### src/rtl/tlul_sram_slave.sv
// TileLink-UL slave endpoint for a fixed-latency on-chip SRAM port.
// Accepts single-beat Get/PutFullData/PutPartialData and returns in-order D responses from a credit-guarded FIFO.
module tlul_sram_slave #(
  parameter int unsigned BW_ADDR        = 32,
  parameter int unsigned BW_DATA        = 32,
  parameter int unsigned BW_SIZE        = 2,
  parameter int unsigned BW_SOURCE      = 1,
  parameter int unsigned MEM_DEPTH_LOG2 = 10,
  parameter int unsigned RD_LATENCY     = 1,
  parameter int unsigned RESP_DEPTH     = 4
) (
  input  logic                      clk,
  input  logic                      rst,
  input  logic                      a_valid,
  output logic                      a_ready,
  input  logic [2:0]                a_opcode,
  input  logic [2:0]                a_param,
  input  logic [BW_SIZE-1:0]        a_size,
  input  logic [BW_SOURCE-1:0]      a_source,
  input  logic [BW_ADDR-1:0]        a_address,
  input  logic [BW_DATA/8-1:0]      a_mask,
  input  logic [BW_DATA-1:0]        a_data,
  output logic                      d_valid,
  input  logic                      d_ready,
  output logic [2:0]                d_opcode,
  output logic [1:0]                d_param,
  output logic [BW_SIZE-1:0]        d_size,
  output logic [BW_SOURCE-1:0]      d_source,
  output logic                      d_sink,
  output logic                      d_denied,
  output logic [BW_DATA-1:0]        d_data,
  output logic                      d_corrupt,
  output logic                      mem_req,
  output logic                      mem_we,
  output logic [MEM_DEPTH_LOG2-1:0] mem_addr,
  output logic [BW_DATA/8-1:0]      mem_be,
  output logic [BW_DATA-1:0]        mem_wdata,
  input  logic [BW_DATA-1:0]        mem_rdata
);

  localparam int unsigned NB     = BW_DATA / 8;
  localparam int unsigned LANE_W = $clog2(NB);
  localparam int unsigned PTR_W  = (RESP_DEPTH > 1) ? $clog2(RESP_DEPTH) : 1;
  localparam int unsigned CNT_W  = $clog2(RESP_DEPTH + 1);

  localparam logic [2:0] OP_PUT_FULL = 3'd0;
  localparam logic [2:0] OP_PUT_PART = 3'd1;
  localparam logic [2:0] OP_GET      = 3'd4;
  localparam logic [2:0] ACK         = 3'd0;
  localparam logic [2:0] ACK_DATA    = 3'd1;

  typedef struct packed {
    logic                 valid;
    logic                 is_get;
    logic                 denied;
    logic [BW_SIZE-1:0]   size;
    logic [BW_SOURCE-1:0] source;
  } stage_t;

  typedef struct packed {
    logic                 is_get;
    logic                 denied;
    logic [BW_SIZE-1:0]   size;
    logic [BW_SOURCE-1:0] source;
    logic [BW_DATA-1:0]   data;
  } resp_t;

  stage_t pipe_q [RD_LATENCY];
  stage_t pipe_d [RD_LATENCY];
  resp_t  fifo_q [RESP_DEPTH];
  resp_t  fifo_d [RESP_DEPTH];

  logic [PTR_W-1:0] wr_ptr_q, wr_ptr_d, rd_ptr_q, rd_ptr_d;
  logic [CNT_W-1:0] cnt_q, cnt_d, used_q, used_d;
  logic             a_ready_q, a_ready_d;

  logic          accept_c, is_get_c, op_ok_c, size_ok_c, align_ok_c, range_ok_c, mask_ok_c, denied_c;
  logic [31:0]   lane_off_c;
  logic [NB-1:0] full_mask_c;
  logic          push_c, pop_c;
  stage_t        tail_c;
  resp_t         head_c;

  logic unused_c;
  assign unused_c = ^a_param;

  // Request decode: legality checks and the combinational SRAM strobe.
  always_comb begin
    accept_c    = a_valid & a_ready_q;
    is_get_c    = (a_opcode == OP_GET);
    op_ok_c     = is_get_c | (a_opcode == OP_PUT_FULL) | (a_opcode == OP_PUT_PART);
    size_ok_c   = 32'(a_size) <= LANE_W;
    align_ok_c  = (a_address & ((BW_ADDR'(1) << a_size) - BW_ADDR'(1))) == '0;
    range_ok_c  = (a_address >> (MEM_DEPTH_LOG2 + LANE_W)) == '0;
    lane_off_c  = 32'(a_address & BW_ADDR'(NB - 1));
    full_mask_c = '0;
    for (int unsigned i = 0; i < NB; i++) begin
      if (i >= lane_off_c && i < lane_off_c + (32'd1 << a_size)) full_mask_c[i] = 1'b1;
    end
    mask_ok_c = (a_opcode != OP_PUT_FULL) || (a_mask == full_mask_c);
    denied_c  = !(op_ok_c & size_ok_c & align_ok_c & range_ok_c & mask_ok_c);

    mem_req   = accept_c & !denied_c;
    mem_we    = !is_get_c;
    mem_addr  = MEM_DEPTH_LOG2'(a_address >> LANE_W);
    mem_be    = is_get_c ? '1 : a_mask;
    mem_wdata = a_data;
  end

  // Latency-matching pipeline, FIFO push/pop and credit accounting.
  always_comb begin
    pipe_d[0] = '{valid: accept_c, is_get: is_get_c, denied: denied_c,
                  size: a_size, source: a_source};
    for (int unsigned i = 1; i < RD_LATENCY; i++) pipe_d[i] = pipe_q[i-1];

    tail_c = pipe_q[RD_LATENCY-1];
    head_c = fifo_q[rd_ptr_q];
    push_c = tail_c.valid;
    pop_c  = (cnt_q != '0) & d_ready;

    fifo_d   = fifo_q;
    wr_ptr_d = wr_ptr_q;
    rd_ptr_d = rd_ptr_q;
    if (push_c) begin
      fifo_d[wr_ptr_q] = '{is_get: tail_c.is_get, denied: tail_c.denied,
                           size: tail_c.size, source: tail_c.source,
                           data: (tail_c.is_get && !tail_c.denied) ? mem_rdata : '0};
      wr_ptr_d = (wr_ptr_q == PTR_W'(RESP_DEPTH - 1)) ? '0 : wr_ptr_q + PTR_W'(1);
    end
    if (pop_c) begin
      rd_ptr_d = (rd_ptr_q == PTR_W'(RESP_DEPTH - 1)) ? '0 : rd_ptr_q + PTR_W'(1);
    end

    cnt_d     = cnt_q + CNT_W'(push_c) - CNT_W'(pop_c);
    used_d    = used_q + CNT_W'(accept_c) - CNT_W'(pop_c);
    a_ready_d = used_d < CNT_W'(RESP_DEPTH);
  end

  // D channel is driven from the FIFO head and zeroed while empty.
  always_comb begin
    a_ready   = a_ready_q;
    d_valid   = (cnt_q != '0);
    d_opcode  = (d_valid && head_c.is_get) ? ACK_DATA : ACK;
    d_param   = '0;
    d_sink    = 1'b0;
    d_size    = d_valid ? head_c.size : '0;
    d_source  = d_valid ? head_c.source : '0;
    d_denied  = d_valid & head_c.denied;
    d_corrupt = d_valid & head_c.denied & head_c.is_get;
    d_data    = d_valid ? head_c.data : '0;
  end

  always_ff @(posedge clk) begin
    if (rst) begin
      for (int unsigned i = 0; i < RD_LATENCY; i++) pipe_q[i] <= '0;
      for (int unsigned i = 0; i < RESP_DEPTH; i++) fifo_q[i] <= '0;
      wr_ptr_q  <= '0;
      rd_ptr_q  <= '0;
      cnt_q     <= '0;
      used_q    <= '0;
      a_ready_q <= 1'b1;
    end else begin
      pipe_q    <= pipe_d;
      fifo_q    <= fifo_d;
      wr_ptr_q  <= wr_ptr_d;
      rd_ptr_q  <= rd_ptr_d;
      cnt_q     <= cnt_d;
      used_q    <= used_d;
      a_ready_q <= a_ready_d;
    end
  end

endmodule
### config.mk
export PLATFORM = sky130hd
export DESIGN_NAME = tlul_sram_slave
export DESIGN_NICKNAME = d
export VERILOG_FILES = /design/src/rtl/tlul_sram_slave.sv
export SDC_FILE = /design/constraint.sdc
export NUM_CORES = 1
export LEC_CHECK = 0
export ABC_CLOCK_PERIOD_IN_PS = 2700
export BUFFER_PORTS_ARGS = -buffer_cell sky130_fd_sc_hd__buf_2
export CAP_MARGIN = 20
export CORE_MARGIN = 4
export CORE_UTILIZATION = 40
export DETAILED_ROUTE_END_ITERATION = 12
export PLACE_DENSITY = 0.63
export SYNTH_ARGS = -nofsm -noshare
export SYNTH_HDL_FRONTEND = slang
export SYNTH_SLANG_ARGS = --single-unit
export TNS_END_PERCENT = 1
### constraint.sdc
create_clock -name clk -period 2.7 [get_ports clk]
set_input_delay 0.135 -clock clk [delete_from_list [all_inputs] [get_ports clk]]
set_output_delay 0.135 -clock clk [all_outputs]
set_load 0.05 [all_outputs]
==> results.tsv, run 1 <==
metric	value	unit
reg2reg_depth	11	
setup_violations	0	
grt_pass1_wl	30700	um
synthTopCellsByArea	dfxtp_1 43%, mux4_2 11%, nor2_1 10%	
arrival	2.40	ns
diodes	0	
ys_seq_elements	165	
crit_path_end_kind	output pin	
num_rows	50	
h-tree-depth	4	
r2r_setup_slack	0.40	ns
drt_iter0_drc	378	
cp-endpoint	mem_req	
period_needed	2.54	ns
syn_avg_cell_area	8.47	um2
worstPathMaxFanout	6	
synth-edff-count	0	
totalNegativeSetupSlack	0	ns
fmax	394	MHz
dr_total_vias	6149	
timing.hold.ws	0.0244	ns
slew_viol_final	0	
grt_pass1_vias	6072	
r2r_end	a_ready$_SDFF_PP1_	
cts.sinks	165	
first_pass_iters	8	
netlist_instances	902	
route.detailed.drc	0	
syn2layout_area_growth	14.7	%
leakage	3.44	nW
syn-cell-area	0.00764	mm2
critPathLaunchType	input pin	
cp.required	2.57	ns
cap_viol_max_count	0	
postCtsSetupBuffers	0	
clk-insertion-delay-late	0.42	ns
clock_skew	0.00638	ns
synth_ff_type	dfxtp_1	
clockBufferDepth	2	
rr_startpoint	cnt_q[1]$_SDFF_PP0_	
routedWlPerCell	14.9	um
cts_buffers	17	
power_density	680	mW/mm2
cts-root-buf	clkbuf_16	
fp.dieW	146	um
fin_nets	1094	
hp-class	in -> reg	
synth_top_area_share	43.2	%
status	completed	
drive_gt1_share	22.5	%
path_clk_slew	0.06	ns
dieArea	0.0214	mm2
yosysSeqAreaShare	43.2	%
setup_ws	0.165	ns
finalHoldViolations	0	
grt_max_degree	81	
start_util	40.7	%
detail-route-antenna-nets	0	
fp.coreArea	0.0188	mm2
startpoint	a_size[1]	
routed_wl	18100	um
dpl.cell_count	1178	
portBuffers	127	
finalCritPeriodShare	93.9	%
pre_cts_slack	0.157	ns
slew_headroom	42.8	%
antenna_found_initial	0	
yosys_warnings	0	
io-pin-count	206	
cts_tree	built	
gr-total-overflow	0	
dp_hpwl	11700	um
tightest_slew	0.858	ns
ys_async_sr_fraction	0	%
die_h	146	um
gp_congestion	0.786	
p_total	5.96	mW
fin_cells	1210	
ys_types	45	
vias_per_cell	5.08	
grtUsageTotal	17.5	%
crit_type	in -> out	
synth_top_cell_by_area	dfxtp_1	
ir_drop	0.358	mV
rsz0062_at_grt	no	
hold_depth	2	
routing by layer:
layer | global-route usage (%) | routed length [um] | up-vias
li1 | - | - | 3071
met1 | 22.2 | 7880 | 2878
met2 | 30.4 | 8930 | 181
met3 | 3.35 | 1070 | 19
met4 | 5.36 | 204 | 0
met5 | 0 | 0 | -
cells in the mapped netlist, drive strengths merged, types with 5 or more instances:
library cell,number
a21oi,116
a22o,5
and2,41
buf,76
clkbuf,30
dfxtp,165
ha,14
inv,17
mux4,37
nand2,106
nand2b,5
nor2,207
nor2b,7
nor4,5
o21ai,33
worst min-delay path by stage:
stage | startpoint | end | slack [ns]
after floorplan | a_source | pipe_q[0]$_SDFF_PP0_ | 0.26
after global placement | a_address[9] | mem_addr[7] | 0.27
after detailed placement | a_address[9] | mem_addr[7] | 0.27
after CTS | a_size[0] | pipe_q[1]$_SDFF_PP0_ | 0.008
after global routing | a_size[0] | pipe_q[1]$_SDFF_PP0_ | 0.03
final | a_size[0] | pipe_q[1]$_SDFF_PP0_ | 0.02
flip-flops by register name, summed over array words and instances (netlist names):
signal    count
wr_ptr_q      2
used_q        3
pipe_q        5
fifo_q      148
a_ready       1
cnt_q         3
rd_ptr_q      2
push_c        1
power breakdown:
group | total, mW | internal, mW | switching [mW]
Clock | 2.37 | 1.43 | 0.945
Combinational | 1.00 | 0.359 | 0.643
Sequential | 2.59 | 2.50 | 0.0835
cells by family (layout without fill, tap and decap cells):
logic type	after synthesis	after routing	share of synthesized area, %
xor+xnor	5	5	0.573
simple gates	387	387	21.6
compound gates	166	166	11.7
flops	165	165	43.2
mux	38	38	11.0
buf+inv	123	193	8.73
other cells	1	5	0.0491
fa+ha+maj	17	17	3.08
repair_timing:
item                       in CTS  in global routing
hold endpoints to repair        1                  0
resized for setup               0                  1
hold buffers                    1                  0
setup endpoints to repair       0                  1
cells in the final DEF, fill, tap and decap left out, types with 2 or more instances in the layout:
| cell | instances |
|---|---|
| nor2_1 | 207 |
| dfxtp_1 | 163 |
| buf_2 | 125 |
| a21oi_1 | 115 |
| nand2_1 | 103 |
| and2_1 | 41 |
| mux4_2 | 37 |
| o21ai_1 | 30 |
| inv_1 | 17 |
| clkbuf_16 | 17 |
| buf_4 | 15 |
| ha_1 | 14 |
| nor2b_1 | 6 |
| nand2b_1 | 5 |
| nor4_1 | 5 |
| a22o_1 | 5 |
| conb_1 | 5 |
| and3_1 | 3 |
| a211oi_2 | 3 |
| o21ai_0 | 3 |
| nor3_1 | 3 |
| nand2_2 | 3 |
| xnor2_1 | 3 |
| fa_1 | 3 |
| clkbuf_1 | 3 |
| clkbuf_8 | 3 |
| clkinv_2 | 3 |
| buf_12 | 3 |
| nor3b_1 | 2 |
| xor2_1 | 2 |
| clkinvlp_4 | 2 |
| bufinv_16 | 2 |
| dfxtp_2 | 2 |
critical path, stage by stage:
cell and delay (ns):
buf_2 0.13, nor2_1 0.14, ha_1 0.20, inv_1 0.06, fa_1 0.51, and4b_1 0.22, a32oi_1 0.16, nand4bb_1 0.17
a21o_1 0.20, a211oi_2 0.20, clkbuf_4 0.27
stage by stage:
step	util [%]	instance area (um2)
after floorplan	-	7660
after global placement	43.6	8180
after detailed placement	43.6	8180
after CTS	46.7	8760
after global routing	46.7	8770
final	46.7	8770
area by class of cell:
cell class                 instances  area (um2)
clock buffer                      23         478
clock inverter                     8        98.8
fill                            1821       10000
inverter                          17        63.8
multi-input combinational        618        3710
sequential                       165        3310
tap                              234         293
timing repair buffer             145         816
Note: power is estimated with default switching activity, not from simulation.
==> run 2, diff against run 1 <==
==> constraint.sdc (replaced) <==
create_clock -name clk -period 2.7 [get_ports clk]
set_input_delay 0.27 -clock clk [delete_from_list [all_inputs] [get_ports clk]]
set_output_delay 0.27 -clock clk [all_outputs]
set_load 0.05 [all_outputs]
==> results.tsv, run 2 (synthesis gave the netlist of run 1 again) <==
metric	value	unit	change
portBuffers	127		unchanged
path_clk_slew	0.06	ns	about the same
antenna_found_initial	0		unchanged
dr_total_vias	6130		-0.31%
gr-total-overflow	0		unchanged
gp_congestion	0.812		+3.3%
fillCellCount	1842		+1.2%
fin_nets	1104		+0.91%
fp.coreArea	0.0188	mm2	unchanged
largestRegisters	fifo_q x148, pipe_q x5		
die_h	146	um	unchanged
clockBufferDepth	2		unchanged
routed_wl	18400	um	+1.6%
first_pass_iters	6		-2
cts-root-buf	clkbuf_16		
stdcell_area	0.00889	mm2	+1.4%
syn2layout_area_growth	16.3	%	
finalCritPeriodShare	97.2	%	+3.3 points
leakage	3.50	nW	+1.9%
dpl.cell_count	1188		+0.85%
grt_pass1_vias	6132		+0.99%
crit_type	in -> out		
cap_viol_max_count	0		unchanged
grt_pass1_wl	30200	um	-1.6%
period_needed	2.62	ns	+0.0896 ns
final_cell_mix	206 x nor2_1, 163 x dfxtp_1, 125 x buf_2, 115 x a21oi_1, 102 x nand2_1		
finalHoldViolations	0		unchanged
placedInstanceArea	0.00825	mm2	+0.86%
arrival	2.35	ns	-0.05 ns
fmax	381	MHz	-3.4%
detail-route-antenna-nets	0		unchanged
timing.hold.ws	0.0677	ns	+0.0433 ns
worstPathMaxFanout	5		-1
crit_path_end_kind	output pin		
slew_headroom	45.3	%	+2.5 points
grt_max_degree	70		-14%
clk-insertion-delay-late	0.43	ns	about the same
cts_tree	built		
ir_drop	0.397	mV	+11%
io-pin-count	206		unchanged
grtUsageTotal	17.2	%	-0.35 points
h-tree-depth	4		unchanged
tightest_slew	0.821	ns	-0.0375 ns
hold_depth	2		unchanged
diodes	0		unchanged
largest_reg_flops	148		unchanged
route.detailed.drc	0		unchanged
status	completed		
top_register	fifo_q		
vias_per_cell	5.02		-1.2%
routedWlPerCell	15.0	um	+0.67%
critPathLaunchType	input pin		
start_util	40.7	%	unchanged
power_density	682	mW/mm2	+0.25%
fp.dieW	146	um	unchanged
dieArea	0.0214	mm2	unchanged
cp.required	2.43	ns	-0.14 ns
post-route-util	47.4	%	+0.65 points
slew_viol_final	0		unchanged
drt_iter0_drc	329		-13%
reg2reg_depth	11		unchanged
setup_violations	0		unchanged
layout_commonest_cell	nor2_1		
num_rows	50		unchanged
dp_hpwl	12100	um	+2.7%
cts.sinks	165		unchanged
hp-class	in -> reg		
drive_gt1_share	24.5	%	+2.0 points
clock_skew	0.00991	ns	+0.00353 ns
cts_buffers	17		unchanged
fin_cells	1221		+0.91%
[run 2: cell types whose count changed in the layout (fill, tap and decap cells not counted), sizes merged]
cell / before / now
clkinv: 3 / 2
clkinvlp: 2 / 0
dlygate4sd3: 1 / 0
bufinv: 2 / 1
inv: 18 / 29
clkbuf: 24 / 17
buf: 143 / 155
[run 2: power breakdown]
group | total [mW] | switching [mW] | leakage, nW | internal [mW]
Clock | 2.44 | 1.11 | 0.297 | 1.33
Sequential | 2.59 | 0.0931 | 1.33 | 2.50
Combinational | 1.02 | 0.651 | 1.87 | 0.373
[run 2: cell type report]
class | count | area [um2] | share of cell area, %
Timing Repair Buffer | 155 | 880 | 9.90
Sequential cell | 165 | 3310 | 37.2
Clock inverter | 15 | 170 | 1.91
Inverter | 17 | 63.8 | 0.718
Multi-Input combinational cell | 618 | 3750 | 42.2
Tap cell | 234 | 293 | 3.29
Clock buffer | 17 | 425 | 4.79
[run 2: what timing repair did]
item,in CTS,in global routing
endpoints found under the hold margin,0,0
pin swaps,0,7
setup endpoints to repair,1,1
gates resized for setup,2,9
hold buffers,0,0
buffers inserted,0,1
[run 2: path summary, 6_finish.rpt]
| check | from | to | slack (ns) |
|---|---|---|---|
| worst max register to register | cnt_q[1]$_SDFF_PP0_ | cnt_q[2]$_SDFF_PP0_ | 0.37 |
| worst min-delay path | a_source | pipe_q[0]$_SDFF_PP0_ | 0.07 |
| worst min register to register | fifo_q[18]$_SDFFE_PP0P_ | fifo_q[18]$_SDFFE_PP0P_ | 0.45 |
| worst max-delay path | a_size[0] | mem_req | 0.08 |
[run 2: through the flow]
stage / setup slack, ns / setup TNS, ns / power [mW]
2_1_floorplan: 0.122 / 0 / 3.48
3_3_place_gp: -0.0258 / -0.0258 / 3.66
6_report: 0.0753 / 0 / 6.06
5_1_grt: -0.00896 / -0.00896 / 6.35
3_5_place_dp: -0.0682 / -0.0682 / 3.69
4_1_cts: 0.0101 / 0 / 6.13
[run 2: critical path, stage by stage]
cell and delay (ns):
buf_2 0.12, nor2_4 0.13, ha_4 0.15, inv_2 0.04
fa_2 0.48, and4b_1 0.19, a32oi_1 0.16, nand4bb_1 0.15
a21o_1 0.21, a211oi_4 0.25, buf_6 0.19
[run 2: routing by layer]
| layer | vias to the layer above | wire (um) | track usage [%] |
|---|---|---|---|
| met3 | 16 | 1000 | 4.50 |
| li1 | 3098 | - | - |
| met5 | - | 0 | 0 |
| met2 | 156 | 9050 | 29.4 |
| met1 | 2860 | 8140 | 21.5 |
| met4 | 0 | 169 | 4.80 |
